[config.mk]
export PLATFORM = sky130hd
export DESIGN_NAME = instr_queue
export DESIGN_NICKNAME = d
export VERILOG_FILES = /design/src/rtl/instr_queue_pkg.sv /design/src/rtl/instr_queue_storage.sv /design/src/rtl/instr_queue.sv
export SDC_FILE = /design/constraint.sdc
export NUM_CORES = 1
export LEC_CHECK = 0
export BUFFER_PORTS_ARGS = -buffer_cell sky130_fd_sc_hd__buf_2
export CAP_MARGIN = 15
export CORE_UTILIZATION = 60
export CTS_CLUSTER_SIZE = 24
export DETAILED_ROUTE_END_ITERATION = 10
export GPL_ROUTABILITY_DRIVEN = 0
export HOLD_SLACK_MARGIN = 0.02
export PLACE_DENSITY = 0.79
export SLEW_MARGIN = 25
export SYNTH_ARGS = -nofsm -noshare
export SYNTH_HDL_FRONTEND = slang
export SYNTH_SLANG_ARGS = --single-unit
[constraint.sdc]
create_clock -name iq_clk -period 6.3 [get_ports iq_clk]
set_input_delay 1.26 -clock iq_clk [delete_from_list [all_inputs] [get_ports iq_clk]]
set_output_delay 1.26 -clock iq_clk [all_outputs]
set_load 0.05 [all_outputs]
[src/rtl/instr_queue_pkg.sv]
// Shared datapath sizes for the fetch path.
// Instruction width and default queue depth.
package instr_queue_pkg;

  localparam int IWIDTH   = 32;
  localparam int IQ_DEPTH = 8;

endpackage

[src/rtl/instr_queue_storage.sv]
// Instruction queue register file: DEPTH x WIDTH,
// one synchronous write port, one asynchronous read port.
module iq_storage #(
  parameter int DEPTH = 8,
  parameter int AW    = 3,
  parameter int WIDTH = 32
) (
  input  logic             clk,
  input  logic             we,
  input  logic [AW-1:0]    waddr,
  input  logic [WIDTH-1:0] wdata,
  input  logic [AW-1:0]    raddr,
  output logic [WIDTH-1:0] rdata
);

  logic [WIDTH-1:0] mem [DEPTH];

  always_ff @(posedge clk) begin
    if (we) begin
      mem[waddr] <= wdata;
    end
  end

  assign rdata = mem[raddr];

endmodule

[src/rtl/instr_queue.sv]
// Circular instruction FIFO between fetch and decode.
// Ports: iq_clk/iq_rst, flush, push/pop, head, full, count, overflow.
module instr_queue
  import instr_queue_pkg::*;
#(
  parameter int DEPTH = IQ_DEPTH,
  parameter int AW    = 3
) (
  input  logic              iq_clk,
  input  logic              iq_rst,
  input  logic              iq_i_flush,
  input  logic              iq_i_wr_en,
  input  logic [IWIDTH-1:0] iq_i_wr_instr,
  input  logic              iq_i_rd_en,
  output logic              iq_o_check_queue,
  output logic [IWIDTH-1:0] iq_o_queue_instr,
  output logic              iq_o_full,
  output logic [AW:0]       iq_o_count,
  output logic              iq_o_overflow
);

  localparam logic [AW:0] FULL_CNT = (AW+1)'(DEPTH);
  localparam logic [AW:0] ONE_CNT  = (AW+1)'(1);

  logic [AW-1:0]     rd_ptr;
  logic [AW-1:0]     wr_ptr;
  logic [AW:0]       count;
  logic              overflow;
  logic              full;
  logic              not_empty;
  logic              push_ok;
  logic              pop_ok;
  logic              mem_we;
  logic [IWIDTH-1:0] head;

  assign full      = (count == FULL_CNT);
  assign not_empty = (count != '0);

  // A push into a full queue is fine when the head
  // leaves in the same cycle: the freed slot is reused.
  assign pop_ok  = iq_i_rd_en && not_empty;
  assign push_ok = iq_i_wr_en && (!full || pop_ok);
  assign mem_we  = push_ok && !iq_rst && !iq_i_flush;

  iq_storage #(
    .DEPTH (DEPTH),
    .AW    (AW),
    .WIDTH (IWIDTH)
  ) u_storage (
    .clk   (iq_clk),
    .we    (mem_we),
    .waddr (wr_ptr),
    .wdata (iq_i_wr_instr),
    .raddr (rd_ptr),
    .rdata (head)
  );

  always_ff @(posedge iq_clk) begin
    if (iq_rst) begin
      rd_ptr   <= '0;
      wr_ptr   <= '0;
      count    <= '0;
      overflow <= 1'b0;
    end else if (iq_i_flush) begin
      rd_ptr <= '0;
      wr_ptr <= '0;
      count  <= '0;
    end else begin
      if (push_ok) begin
        wr_ptr <= wr_ptr + 1'b1;
      end
      if (pop_ok) begin
        rd_ptr <= rd_ptr + 1'b1;
      end
      unique case ({push_ok, pop_ok})
        2'b10:   count <= count + ONE_CNT;
        2'b01:   count <= count - ONE_CNT;
        default: count <= count;
      endcase
      if (iq_i_wr_en && !push_ok) begin
        overflow <= 1'b1;
      end
    end
  end

  assign iq_o_check_queue = not_empty;
  assign iq_o_queue_instr = not_empty ? head : '0;
  assign iq_o_full        = full;
  assign iq_o_count       = count;
  assign iq_o_overflow    = overflow;

endmodule

==> flow_summary.yaml, run 1 <==
drt:
  first_iter_violations: 436
  drcViolationCount: 0
  vias: 5069
  wl_per_cell_um: 23.9
  dr.pass1.iters: 5
  wl_mm: 19.7
  vias_per_cell: 6.14
  antenna_left: 0
global_routing:
  overflow: 0
  grt.busiest_layer: "met2"
  grt_pass1_wl_mm: 30.3
  grt.met2_usage_pct: 39.6
  globalRouteTotalUtil_pct: 23.0
  grt_start_max_net_pins: 50
  globalRouteMet3Util_pct: 3.48
  gr-usage-met1_pct: 31.7
  grt_pass1_vias: 5214
  antenna_found_initial: 0
sta:
  clock.fmax_mhz: 255
  max_slew_margin_pct: 35.4
  worst_pin_slew_ps: 964
  holdWs_ps: 482
  min_period_ps: 3920
  finClkSkew_ps: 8.39
  final.setup.tns_ps: 0
  rsz0062_at_grt: "no"
  period_share_pct: 62.2
  drv_slew: 0
  setup_viol: 0
  hold_violations: 0
finish:
  areaGrowthSynthToFinish_pct: 14.3
  diodes: 0
  final_common_cell: "edfxtp_1"
  drive_above_1_share_pct: 33.5
  nets: 629
  fillCellCount: 1096
  final_cell_mix: "256 x edfxtp_1, 75 x buf_2, 64 x mux4_2"
setup_path:
  r2r-end: "u_storage.mem[4][20]"
  r2r_cells: 5
  cp-end-kind: "output pin"
  arrival_ps: 2660
  path_cells: "buf_4, mux4_2, mux2i_1, nor2_1, buf_2"
  cp.required_ps: 5040
  cp_max_fo: 23
  start_kind: "register"
  slowest_delay_ps: 650
  reg2reg_from: "iq_o_count[0]"
  slowest_stage: "dfxtp_4"
  cpLargestDelayFamily: "multiplexers"
  crit_type: "reg2out"
  ff2ff_setup_slack_ps: 3300
  path_buf_inv: 2
logic_synthesis:
  ys_warn_count: 0
  syn_inst: 496
  synth_top_family_by_area: "multiplexers"
  syn_nets: 538
  synth_largest_area_cell: "edfxtp_1"
  synthMuxAreaShare_pct: 17.1
  synthSimpleGateAreaFrac_pct: 3.27
  ys_ff_latch: 270
  netlist-cell-type-count: 33
  yosys.area.top_type_share_pct: 73.5
  synth_xor_area_share_pct: 0.586
  netlist_top_cells_area: "edfxtp_1 74%, mux4_2 14%, mux2i_1 3.4%, dfxtp_1 2.7%, nor2_1 1.8%"
  avgSynthCellArea_um2: 21.1
  synth_compound_area_share_pct: 0.766
  synth_area_mm2: 0.0105
  ys_seq_area_share_pct: 76.2
  synthAdderAreaFrac_pct: 0.670
clocking:
  clock_latency_ps: 520
  ctsResizeCount: 0
  cts_root_buf: "clkbuf_16"
  path_clk_slew_ps: 60
  htree_levels: 1
  post_cts_buffers: 0
  cts_buffers: 26
  cts_tree: "done"
  ctsHoldBuffers: 0
  clk_path_buf_depth: 3
  cts_num_sinks: 270
power:
  ir_drop_v: 0.000278
  power_density_mw_per_mm2: 304
  power_leakage_nw: 3.86
die:
  num_io_pins: 76
  dieArea_mm2: 0.0180
  die_h_um: 134
  core_area_mm2: 0.0168
  die_width_um: 134
  initial_core_util_pct: 62.2
  rows: 47
hold_path:
  holdPathStages: 2
  hp-start: "iq_o_overflow"
  hp-class: "reg2reg"
  hold-path-endpoint: "iq_o_overflow"
flow_run:
  cap_viol_max_count: 0
placement:
  dp_hpwl_mm: 11.1
  io_buffer_count: 75
status:
  status: "finished clean"
-- sequential cells by signal (all words and copies together), names as in the netlist, named ones only --
signal	count
u_storage.mem	256
iq_o_count	4
rd_ptr	3
wr_ptr	3
iq_o_overflow	1
-- cell type report --
| cell class | instances | area [µm²] | share of cell area (%) |
|---|---|---|---|
| Sequential cell | 270 | 7980 | 66.7 |
| Multi-Input combinational cell | 195 | 2410 | 20.2 |
| Clock buffer | 37 | 733 | 6.14 |
| Timing Repair Buffer | 88 | 485 | 4.06 |
| Tap cell | 220 | 275 | 2.30 |
| Clock inverter | 10 | 48.8 | 0.408 |
| Inverter | 6 | 22.5 | 0.188 |
-- metal layers --
metal / wire [µm] / vias to the layer above
li1: - / 2194
met1: 8090 / 2688
met2: 10300 / 156
met3: 996 / 31
met4: 349 / 0
met5: 0 / -
-- metrics by stage --
| step | std cells | power (mW) | utilization (%) | area, µm² | setup slack (ps) |
|---|---|---|---|---|---|
| 6_report | 826 | 3.64 | 71.1 | 12000 | 2380 |
| 2_1_floorplan | 496 | 2.17 | - | 10500 | 1530 |
| 3_3_place_gp | 778 | 2.24 | 66.3 | 11100 | 2420 |
| 3_5_place_dp | 778 | 2.25 | 66.3 | 11100 | 2300 |
| 5_1_grt | 826 | 3.73 | 71.1 | 12000 | 2200 |
| 4_1_cts | 825 | 3.66 | 70.9 | 11900 | 1850 |
-- kinds of logic after synthesis --
group           count (synthesis)
flops                         270
mux                            99
simple gates                   75
buf+inv                        31
compound gates                  9
xor+xnor                        7
fa+ha+maj                       5
-- worst register-to-register path, cell delays in order (launching register included) --
cell,delay [ps]
dfxtp_1,530
or4b_4,240
o21ai_4,70
or3_1,510
nor3_2,780
buf_4,520
-- synth_stat cells --
cell type	number
mux4_2	64
fa_1	1
a21oi_1	3
mux2i_1	35
buf_2	2
nor2_1	51
nor3_1	4
a211oi_2	1
or4b_4	1
o21ai_4	1
nand2b_1	3
o311a_1	1
clkbuf_1	6
xnor2_1	4
edfxtp_1	256
or2_2	2
nor4b_1	1
buf_4	6
clkbuf_2	2
nand3_1	4
o211ai_2	1
nand4b_1	1
a211oi_1	1
or3_1	2
a31oi_1	1
inv_1	6
dfxtp_1	14
ha_1	4
nand2_1	4
nand3b_1	1
nor4_2	1
buf_1	9
xor2_1	3
-- how the worst max path moves through the flow --
| stage | start | cells after the start | end | slack (ps) |
|---|---|---|---|---|
| after global routing | register | 5 | iq_o_queue_instr[14] | 2200 |
| after detailed placement | iq_i_flush | 5 | u_storage.mem[0][8] | 2300 |
| after CTS | register | 5 | iq_o_queue_instr[14] | 1850 |
| after global placement | iq_i_flush | 5 | u_storage.mem[4][8] | 2420 |
| after floorplan | iq_i_rd_en | 4 | u_storage.mem[4][0] | 1530 |
| final | register | 5 | iq_o_queue_instr[12] | 2380 |
-- power by group --
group / total (mW) / switching [mW] / internal (mW)
sequential: 1.98 / 0.0103 / 1.97
combinational: 0.225 / 0.159 / 0.0660
clock: 1.43 / 0.620 / 0.807
total: 3.64 / 0.789 / 2.85
(Power assumes the default switching activity.)
==> inputs of run 2 (changes only) <==
- clock period: 6.3 -> 3.9 ns (I/O delays scaled with it)
==> flow_summary.yaml, run 2 (synthesis results as in run 1) <==
drt:
  vias_per_cell: 6.04
  first_iter_violations: 358
  antenna_left: 0
  vias: 5021
  wl_per_cell_um: 23.7
  drcViolationCount: 0
  dr.pass1.iters: 5
  wl_mm: 19.7
setup_path:
  cp.required_ps: 3120
  cpLargestDelayFamily: "multiplexers"
  slowest_delay_ps: 590
  slowest_stage: "mux4_2"
  cp-end-kind: "output pin"
  crit_type: "reg2out"
  start_kind: "register"
  path_buf_inv: 2
  arrival_ps: 2480
  cp_max_fo: 64
  path_cells: "buf_12, mux4_2, mux2i_1, nor2_1, buf_2"
power:
  pwr-share-comb_pct: 6.2
  p_switching_mw: 1.28
  seqPwrFrac_pct: 53.0
  power_leakage_nw: 3.90
  sw_frac_of_total_pct: 21.3
  power_density_mw_per_mm2: 498
  p_int_mw: 4.75
  clkPwrFrac_pct: 40.8
  ir_drop_v: 0.000342
flow_run:
  cap_viol_max_count: 0
status:
  status: "finished clean"
clocking:
  cts_tree: "done"
  cts_buffers: 26
  cts_num_sinks: 270
  ctsResizeCount: 0
  ctsHoldBuffers: 0
  clk_path_buf_depth: 3
  htree_levels: 1
  path_clk_slew_ps: 60
  cts_root_buf: "clkbuf_16"
  clock_latency_ps: 510
  post_cts_buffers: 0
global_routing:
  grt_pass1_wl_mm: 30.6
  overflow: 0
  antenna_found_initial: 0
  grt_start_max_net_pins: 65
  grt_pass1_vias: 5231
  globalRouteTotalUtil_pct: 23.0
hold_path:
  hp-class: "in2reg"
die:
  num_io_pins: 76
  initial_core_util_pct: 62.2
  core_area_mm2: 0.0168
  dieArea_mm2: 0.0180
  rows: 47
  die_width_um: 134
  die_h_um: 134
sta:
  clock.fmax_mhz: 307
  setup_viol: 0
  period_share_pct: 83.6
  final.setup.tns_ps: 0
  worst_pin_slew_ps: 736
  drv_slew: 0
  finClkSkew_ps: 7.54
  rsz0062_at_grt: "no"
  max_slew_margin_pct: 50.9
  min_period_ps: 3260
  hold_violations: 0
finish:
  nets: 632
  fillCellCount: 993
  multi_input_area_mm2: 0.00242
  seq_area_mm2: 0.00797
  drive_above_1_share_pct: 34.3
  areaGrowthSynthToFinish_pct: 15.9
  fin_cells: 831
  final_common_cell: "edfxtp_1"
  final_area_mm2: 0.0121
  final_cell_mix: "256 x edfxtp_1, 75 x buf_2, 64 x mux4_2"
  largest_reg_flops: 256
  finish.utilization_pct: 72.1
  top_register: "u_storage.mem"
placement:
  io_buffer_count: 75
  dp_hpwl_mm: 11.5
  place_area_mm2: 0.0113
  place_inst: 782
run 2: cell count changes in the layout (fill, tap and decap cells not counted), sizes merged:
cell      previous run  this run
buf                 88        91
clkbuf              37        30
clkinvlp             0         3
diode                0         1
bufinv               0         3
clkinv               9        12
inv                  7         6
run 2: worst paths after layout:
| path | startpoint | to | slack [ps] | depth (start not counted) |
|---|---|---|---|---|
| setup / recovery | register | iq_o_queue_instr[0] | 640 | 5 |
| hold / removal | iq_rst | iq_o_overflow | 440 | 2 |
| setup reg to reg | iq_o_count[1] | iq_o_count[3] | 1050 | 11 |
| hold reg to reg | iq_o_overflow | iq_o_overflow | 480 | 2 |
run 2: power by group through the flow:
stage                     Sequential [mW]  Combinational, mW  Clock, mW
after floorplan                      3.26              0.249          0
after global placement               3.26              0.364          0
after detailed placement             3.26              0.376          0
after CTS                            3.20              0.379       2.52
after global routing                 3.20              0.398       2.61
final                                3.20              0.375       2.46
run 2: metal layers:
layer	vias up	GRT usage (%)	routed length, µm
met5	-	0	0
met2	147	38.8	10200
met1	2631	32.5	8410
met3	33	2.99	784
li1	2210	-	-
met4	0	5.87	333
run 2: area by class of cell:
cell class | count | share of cell area (%)
multi-input cells | 195 | 20.0
clock inverters | 18 | 1.39
clock buffers | 30 | 5.67
repair buffers | 91 | 4.71
inverters | 6 | 0.186
well taps | 220 | 2.27
flip-flops and latches | 270 | 65.8
diodes | 1 | 0.0206
run 2: metrics by stage:
stage               hold slack, ps  setup WS (ps)  power, mW
CTS                            417            609       6.09
global route                   427            509       6.20
detailed placement             468            922       3.64
global placement               451            990       3.62
finish                         438            638       6.04
floorplan                      454            468       3.51
